## src/rtl/motor_arbiter.sv

```systemverilog
// Motor drive arbiter: picks one owner (SAFE > MAN > NAV > NONE) and sequences direction changes via duty ramps.
// Define MOTOR_ARB_MANUAL_EN to let the manual requester take part in arbitration.

module motor_arbiter #(
    parameter logic [19:0] STOP_DIST   = 20'd15,
    parameter logic [19:0] CLEAR_DIST  = 20'd25,
    parameter logic [23:0] HOLD_CYCLES = 24'd5_000_000,
    parameter logic [15:0] RAMP_DIV    = 16'd1000,
    parameter logic [9:0]  RAMP_STEP   = 10'd8,
    parameter logic [9:0]  DUTY_MAX    = 10'd1023
) (
    input  logic        clk,
    input  logic        rst,
    input  logic        enable,
    input  logic [19:0] distance,
    input  logic        dist_valid,
    input  logic        nav_req,
    input  logic [2:0]  nav_mode,
    input  logic        man_req,
    input  logic [2:0]  man_mode,
    output logic [2:0]  motor_mode,
    output logic [9:0]  duty,
    output logic [1:0]  grant,
    output logic        obstacle,
    output logic        busy
);

    typedef enum logic [2:0] {
        S_IDLE  = 3'd0,
        S_RUN   = 3'd1,
        S_RDN   = 3'd2,
        S_RUP   = 3'd3,
        S_ESTOP = 3'd4
    } state_t;

    localparam logic [2:0] M_STOP = 3'd0;
    localparam logic [2:0] M_BACK = 3'd4;
    localparam logic [1:0] G_NONE = 2'd0;
    localparam logic [1:0] G_NAV  = 2'd1;
    localparam logic [1:0] G_MAN  = 2'd2;
    localparam logic [1:0] G_SAFE = 2'd3;

    function automatic logic [9:0] duty_inc(input logic [9:0] d);
        logic [10:0] sum;
        sum = {1'b0, d} + {1'b0, RAMP_STEP};
        if (sum > {1'b0, DUTY_MAX}) return DUTY_MAX;
        return sum[9:0];
    endfunction

    function automatic logic [9:0] duty_dec(input logic [9:0] d);
        logic signed [10:0] diff;
        diff = $signed({1'b0, d}) - $signed({1'b0, RAMP_STEP});
        if (diff[10]) return '0;
        if (diff[9:0] > DUTY_MAX) return DUTY_MAX;
        return diff[9:0];
    endfunction

    // Modes 5..7 have no H-bridge meaning and collapse to STOP.
    function automatic logic [2:0] norm_mode(input logic [2:0] m);
        return (m > M_BACK) ? M_STOP : m;
    endfunction

    state_t      state, state_d;
    logic [2:0]  mode_d, tgt_q, tgt_d;
    logic [9:0]  duty_d, duty_up, duty_dn;
    logic [1:0]  grant_d;
    logic        busy_d;
    logic [15:0] presc, presc_d;
    logic [23:0] hold;
    logic [2:0]  req_mode, win_mode, acc_mode;
    logic [1:0]  req_grant, win_grant, acc_grant;
    logic        accept;

`ifdef MOTOR_ARB_MANUAL_EN
    always_comb begin
        req_mode  = M_STOP;
        req_grant = G_NONE;
        if (man_req) begin
            req_mode  = norm_mode(man_mode);
            req_grant = G_MAN;
        end else if (nav_req) begin
            req_mode  = norm_mode(nav_mode);
            req_grant = G_NAV;
        end
    end
`else
    logic unused_man;
    assign unused_man = ^{man_req, man_mode};

    always_comb begin
        req_mode  = M_STOP;
        req_grant = G_NONE;
        if (nav_req) begin
            req_mode  = norm_mode(nav_mode);
            req_grant = G_NAV;
        end
    end
`endif

    // A reversing requester is allowed to back away from the obstacle.
    always_comb begin
        win_mode  = req_mode;
        win_grant = req_grant;
        if (obstacle && req_mode != M_BACK) begin
            win_mode  = M_STOP;
            win_grant = G_SAFE;
        end
    end

    assign accept    = (win_grant >= grant) || (hold == '0);
    assign acc_grant = accept ? win_grant : grant;
    assign acc_mode  = accept ? win_mode  : tgt_q;
    assign duty_up   = duty_inc(duty);
    assign duty_dn   = duty_dec(duty);

    always_comb begin
        state_d = state;
        mode_d  = motor_mode;
        duty_d  = duty;
        grant_d = grant;
        presc_d = presc;
        tgt_d   = tgt_q;
        if (!enable) begin
            state_d = S_IDLE;
            mode_d  = M_STOP;
            duty_d  = '0;
            grant_d = G_NONE;
            presc_d = '0;
            tgt_d   = M_STOP;
        end else if (state != S_IDLE && state != S_ESTOP && win_grant == G_SAFE) begin
            state_d = S_ESTOP;
            mode_d  = M_STOP;
            duty_d  = '0;
            grant_d = G_SAFE;
            presc_d = '0;
            tgt_d   = M_STOP;
        end else begin
            case (state)
                S_IDLE: state_d = S_RUN;
                S_RUN: begin
                    grant_d = acc_grant;
                    tgt_d   = acc_mode;
                    presc_d = '0;
                    if (acc_mode != motor_mode) begin
                        if (motor_mode == M_STOP || duty == '0) begin
                            mode_d  = acc_mode;
                            state_d = (acc_mode == M_STOP) ? S_RUN : S_RUP;
                        end else begin
                            state_d = S_RDN;
                        end
                    end else if (motor_mode != M_STOP && duty != DUTY_MAX) begin
                        state_d = S_RUP;
                    end
                end
                S_RDN: begin
                    grant_d = acc_grant;
                    tgt_d   = acc_mode;
                    if (presc == RAMP_DIV - 16'd1) begin
                        presc_d = '0;
                        duty_d  = duty_dn;
                        if (duty_dn == '0) begin
                            mode_d  = acc_mode;
                            state_d = (acc_mode == M_STOP) ? S_RUN : S_RUP;
                        end
                    end else begin
                        presc_d = presc + 16'd1;
                    end
                end
                S_RUP: begin
                    grant_d = acc_grant;
                    tgt_d   = acc_mode;
                    if (acc_mode != motor_mode) begin
                        presc_d = '0;
                        state_d = S_RDN;
                    end else if (presc == RAMP_DIV - 16'd1) begin
                        presc_d = '0;
                        duty_d  = duty_up;
                        if (duty_up == DUTY_MAX) state_d = S_RUN;
                    end else begin
                        presc_d = presc + 16'd1;
                    end
                end
                S_ESTOP: begin
                    grant_d = G_SAFE;
                    if (win_grant != G_SAFE) state_d = S_RUN;
                end
                default: state_d = S_IDLE;
            endcase
        end
        busy_d = (state_d == S_RDN) || (state_d == S_RUP) || (state_d == S_ESTOP);
    end

    always_ff @(posedge clk) begin
        if (rst) begin
            state      <= S_IDLE;
            motor_mode <= M_STOP;
            duty       <= '0;
            grant      <= G_NONE;
            busy       <= 1'b0;
            obstacle   <= 1'b0;
            presc      <= '0;
            hold       <= '0;
            tgt_q      <= M_STOP;
        end else begin
            state      <= state_d;
            motor_mode <= mode_d;
            duty       <= duty_d;
            grant      <= grant_d;
            busy       <= busy_d;
            presc      <= presc_d;
            tgt_q      <= tgt_d;
            if (dist_valid) begin
                if (distance < STOP_DIST)        obstacle <= 1'b1;
                else if (distance >= CLEAR_DIST) obstacle <= 1'b0;
            end
            if (grant_d != grant)  hold <= HOLD_CYCLES;
            else if (hold != '0)   hold <= hold - 24'd1;
        end
    end

endmodule

```

## config.mk

```make
export PLATFORM = sky130hd
export DESIGN_NAME = motor_arbiter
export DESIGN_NICKNAME = d
export VERILOG_FILES = /design/src/rtl/motor_arbiter.sv
export SDC_FILE = /design/constraint.sdc
export NUM_CORES = 1
export LEC_CHECK = 0
export BUFFER_PORTS_ARGS = -buffer_cell sky130_fd_sc_hd__buf_2
export CAP_MARGIN = 0
export CORE_MARGIN = 2
export CORE_UTILIZATION = 55
export CTS_CLUSTER_SIZE = 40
export DETAILED_ROUTE_END_ITERATION = 8
export PLACE_DENSITY = 0.86
export SLEW_MARGIN = 10
export SYNTH_ARGS = -nofsm -noshare
export SYNTH_HDL_FRONTEND = slang
export SYNTH_SLANG_ARGS = --single-unit
```

## constraint.sdc

```tcl
create_clock -name clk -period 3.7 [get_ports clk]
set_input_delay 0.37 -clock clk [delete_from_list [all_inputs] [get_ports clk]]
set_output_delay 0.37 -clock clk [all_outputs]
set_load 0.05 [all_outputs]
```

## Word level (Yosys, flattened, before mapping)

Cells that the tools add are included.

- Output and inout bits: 17
- Bits in registers: 63
- Logic and storage cells: 120
- Input port bits: 32

- Reduce and logical (&&, ||, !) cells: 28
- Bitwise operators: 1
- $lt $le $gt $ge: 6
- Multiplexer cells: 49
- Eq/ne operators: 22
- Add/subtract/negate cells: 4

Operators with widths:

| operator | number |
|---|---|
| $mux W10 | 9 |
| $mux W3 | 18 |
| $pmux W16 S3 | 1 |
| $mux W23 | 2 |
| $mux W16 | 2 |
| $logic_not A24 Y1 | 1 |
| $reduce_bool A24 Y1 | 1 |
| $sub A24 B1 Y24 const B | 1 |
| $ge A20 B5 Y1 const B | 1 |
| $logic_not A10 Y1 | 2 |
| $lt A20 B4 Y1 const B | 1 |
| $pmux W10 S2 | 1 |
| $add A16 B1 Y16 const B | 1 |
| $eq A16 B10 Y1 const B | 1 |
| $pmux W3 S5 | 1 |
| $ne A2 B2 Y1 const B | 7 |
| $eq A3 B2 Y1 const B | 4 |
| $mux W2 | 6 |
| $add A10 B4 Y11 const B | 1 |
| $gt A11 B10 Y1 const B | 1 |
| $sub A10 B4 Y11 const B | 1 |
| $eq A10 B10 Y1 const B | 1 |
| $gt A10 B10 Y1 const B | 1 |
| $ne A10 B10 Y1 const B | 1 |
| 22 further kinds | 44 |

## Depth between registers and ports, before layout

- Depth in word-level cells: 19
- Mapped depth: 11

## Worst setup path after synthesis

OpenSTA, ideal clock, no wires.

- Kind: register to register
- From: register obstacle
- To: register motor_mode[0]
- Stages on the path, launching flop included: 11
- Path slack: 0.666 ns
- Clock period less this slack: 3.034 ns
- Arrival time: 2.913 ns
- Library setup time: 0.121 ns
- Cell sequence: dfxtp_1 -> buf_2 -> nor2_1 -> ha_1 -> nand2b_1 -> a21o_1 -> nor3_1 -> a2bb2oi_4 -> nor3_4 -> o32a_4 -> mux2_4

- Word-level cells in the longest chain between the ends: 8
- Elaborated cells between the ends (all ways): 17
- Classes of those cells: 1 x order compare; 3 x eq/ne; 8 x mux; 5 x reduce/logical

RTL lines:

| what | line | RTL |
|---|---|---|
| from (decl) | 24 | `output logic obstacle,` |
| from (signal assigned) | 200 | `obstacle <= 1'b0;` |
| from (signal assigned) | 213 | `if (distance < STOP_DIST) obstacle <= 1'b1;` |
| from (signal assigned) | 214 | `else if (distance >= CLEAR_DIST) obstacle <= 1'b0;` |
| $logic_and A1 B1 Y1 * | 104 | `if (obstacle && req_mode != M_BACK) begin` |
| $mux W2 | 104 |  |
| $ge A2 B2 Y1 | 110 | `assign accept = (win_grant >= grant) \|\| (hold == '0);` |
| $logic_or A1 B1 Y1 | 110 |  |
| $mux W3 | 112 | `assign acc_mode = accept ? win_mode : tgt_q;` |
| $ne A3 B3 Y1 (tied with other cells) | 144 | `if (acc_mode != motor_mode) begin` |
| $ne A2 B2 Y1 (no source line) (tied with other cells) | - |  |
| $reduce_and A5 Y1 (no source line) or $pmux W3 S2 (tied branches) | - |  |
| to (signal assigned) | 206 | `motor_mode <= mode_d;` |
| to (decl) | 21 | `output logic [2:0] motor_mode,` |

Mark *: on every way between the ends. The rest lies on a longest branch, timed or not. The select of a mux whose other input is x is not followed.
A chain may end at the register's enable or synchronous reset.

## Worst setup path in the final report

- From: register obstacle
- To: register duty[5]

- Word-level cells in the longest chain between the ends: 8
- Elaborated cells between the ends (all ways): 12
- Classes of those cells: 1 x order compare; 3 x eq/ne; 3 x mux; 5 x reduce/logical

RTL lines:

| what | line | RTL |
|---|---|---|
| $logic_and A1 B1 Y1 * | 104 |  |
| $mux W2 | 104 |  |
| $ge A2 B2 Y1 | 110 |  |
| $logic_or A1 B1 Y1 | 110 |  |
| $mux W3 | 112 |  |
| $ne A3 B3 Y1 | 172 | `if (acc_mode != motor_mode) begin` |
| $ne A2 B2 Y1 (no source line) | - |  |
| $reduce_and A4 Y1 (no source line) | - |  |
| to (signal assigned) | 207 | `duty <= duty_d;` |
| to (decl) | 22 | `output logic [9:0] duty,` |

Mark *: on every way between the ends. The rest lies on a longest branch, timed or not.

==> impl_metrics.json <==
{
  "relSlewSlack": 0.308,
  "cts_setup_buffers": 0,
  "final_util": 0.649,
  "synth_area_per_cell_um2": 7.94,
  "cts_root_buf": "clkbuf_8",
  "cts_resized": 0,
  "dieArea_um2": 7880,
  "initial_core_util": 0.576,
  "synth_area_um2": 3950,
  "fin_skew_ns": 0.0116,
  "finalSetupViolCount": 0,
  "antenna_found_initial": 0,
  "final_area_um2": 4460,
  "synth_commonest_cells": "63 x dfxtp_1, 59 x nand2_1, 51 x nor2_1, 40 x a21oi_1",
  "slew_violations": 0,
  "grt_pass1_wl_um": 16000,
  "status": "finished clean",
  "dp_hpwl_um": 6930,
  "ys.flop_type": "dfxtp_1",
  "hold_buffers": 0,
  "ys_ff_latch": 63,
  "total_power_mw": 2.39,
  "synth_edf_count": 0,
  "fmax_mhz": 317,
  "syn_to_final_growth_pct": 12.8,
  "gr-total-overflow": 0,
  "grt_pass1_vias": 3660,
  "yosysTopAreaCell": "dfxtp_1",
  "synth_cells": 498,
  "seq_area_frac_synth": 0.319,
  "postRouteAntennaNets": 0,
  "post-route-min-period_ns": 3.15,
  "grt_max_degree": 23,
  "worstSetupPathType": "register to register",
  "arrival_ns": 3.40,
  "die_width_um": 88.8,
  "cts_sinks": 63,
  "r2r_cells": 10,
  "post-route-period-util": 0.851,
  "postSynth.asyncResetShare": 0,
  "drc_errors": 0,
  "via_per_inst": 6.15,
  "rows": 30,
  "powerDensity_nw_per_um2": 536,
  "whs_ns": 0.312,
  "power_leakage_nw": 1.60,
  "setup_tns_ns": 0,
  "clockBufferDepth": 2,
  "tightest_slew_ns": 1.03,
  "via_count": 3923,
  "drv_cap": 0,
  "path_max_fanout": 9,
  "drtPass1Iterations": 6,
  "synth_top_area_frac": 0.319,
  "fp.dieH_um": 88.8,
  "htreeDepth": 3,
  "layout.cells.non_filler": 638,
  "synth.area.top_cells": "dfxtp_1 32%, nand2_1 5.6%, xnor2_1 5.3%, a21oi_1 5.1%, nor2_1 4.8%",
  "clk_pin_slew_worst_paths_ns": 0.08,
  "max-vdd-ir-drop_v": 0.000294,
  "fin_ws_ns": 0.550,
  "finish.net_count": 576,
  "cts_tree": "yes",
  "crit_path_start_kind": "register",
  "dp_cells": 622,
  "whs_path_depth": 3,
  "hp-class": "input port to register",
  "grt.total_usage": 0.254,
  "end_kind": "register",
  "post-place-ws_ns": 0.442,
  "core_um2": 6870,
  "dpl_cell_area_um2": 4230,
  "yosys_warnings": 0,
  "synthDistinctLibCells": 73,
  "wirelength_um": 9830,
  "ios": 49,
  "final-hold-violation-count": 0,
  "clkLatencyLatePin_ns": 0.36,
  "yosysMostFrequentCell": "dfxtp_1",
  "rsz0062_at_grt": "false",
  "gp_congestion": 0.954,
  "required_ns": 3.95,
  "port_buffers": 44,
  "routedWlPerCell_um": 15.4,
  "first_iter_violations": 166,
  "synth_nets": 537,
  "n_antenna_cell": 0,
  "numCtsBuffers": 9,
  "drive_gt1_frac": 0.170
}
[per-layer routing]
layer  vias up  global-route usage  part of all wire
met4         0              0.0937             0.017
met3        16              0.0616             0.063
li1       1901                   -                 -
met2       142               0.444              0.50
met1      1864               0.300              0.42
met5         -                   0                 0
[cell usage in the layout, fill, tap and decap left out, types with 7 or more instances in the layout]
cell type   n
nand2b_1    7
dfxtp_1    63
nor3_1     22
nand2_1    59
clkbuf_8    9
o21ai_0    24
a31oi_1    10
ha_1        7
buf_2      44
nor2_1     51
xnor2_1    24
nand4_1    10
inv_1      17
a211oi_1    9
nand3_1    24
a21oi_1    40
[worst max-delay path: stages, from the launching register on]
cell and delay, ns:
dfxtp_1 0.52, nor2_1 0.16, ha_1 0.30, nand2b_1 0.19, a21oi_1 0.29, o21ai_0 0.22, a2bb2oi_4 0.22, o31ai_4 0.47
buf_4 0.24, o211ai_1 0.10, a221oi_1 0.34
[cell type report]
| cell class | instances | area, um2 |
|---|---|---|
| Multi-Input combinational cell | 398 | 2540 |
| Fill cell | 575 | 2410 |
| Sequential cell | 63 | 1260 |
| Timing Repair Buffer | 48 | 250 |
| Clock buffer | 9 | 124 |
| Tap cell | 96 | 120 |
| Clock inverter | 7 | 103 |
| Inverter | 17 | 63.8 |
[power by group]
part	switching, mW	total, mW	internal (mW)
clock	0.310	0.698	0.387
combinational	0.456	0.783	0.327
sequential	0.134	0.913	0.779
[final timing paths]
check / from / endpoint / slack, ns
setup / recovery: obstacle / duty[5] / 0.55
hold / removal: distance[4] / obstacle / 0.31
setup reg to reg: obstacle / duty[5] / 0.55
hold reg to reg: hold[3] / hold[3] / 0.49
[kinds of logic (layout without fill, tap and decap cells)]
group / count (synthesis) / in the layout / synth area share
AND/OR/NAND/NOR: 231 / 231 / 0.311
AO/OA/AOI/OAI: 121 / 121 / 0.214
flip-flops: 63 / 63 / 0.319
buffers and inverters: 37 / 81 / 0.0389
XOR/XNOR: 29 / 29 / 0.0642
multiplexers: 9 / 9 / 0.0275
adder cells (fa/ha/maj): 8 / 8 / 0.0247
[registers in the layout (all words and copies together), names as in the netlist]
name and count:
obstacle 1, hold 24, grant 2, duty 10
presc 16, state 3, tgt_q 3, motor_mode 3
busy 1
Power figures use the tool's default switching activity.
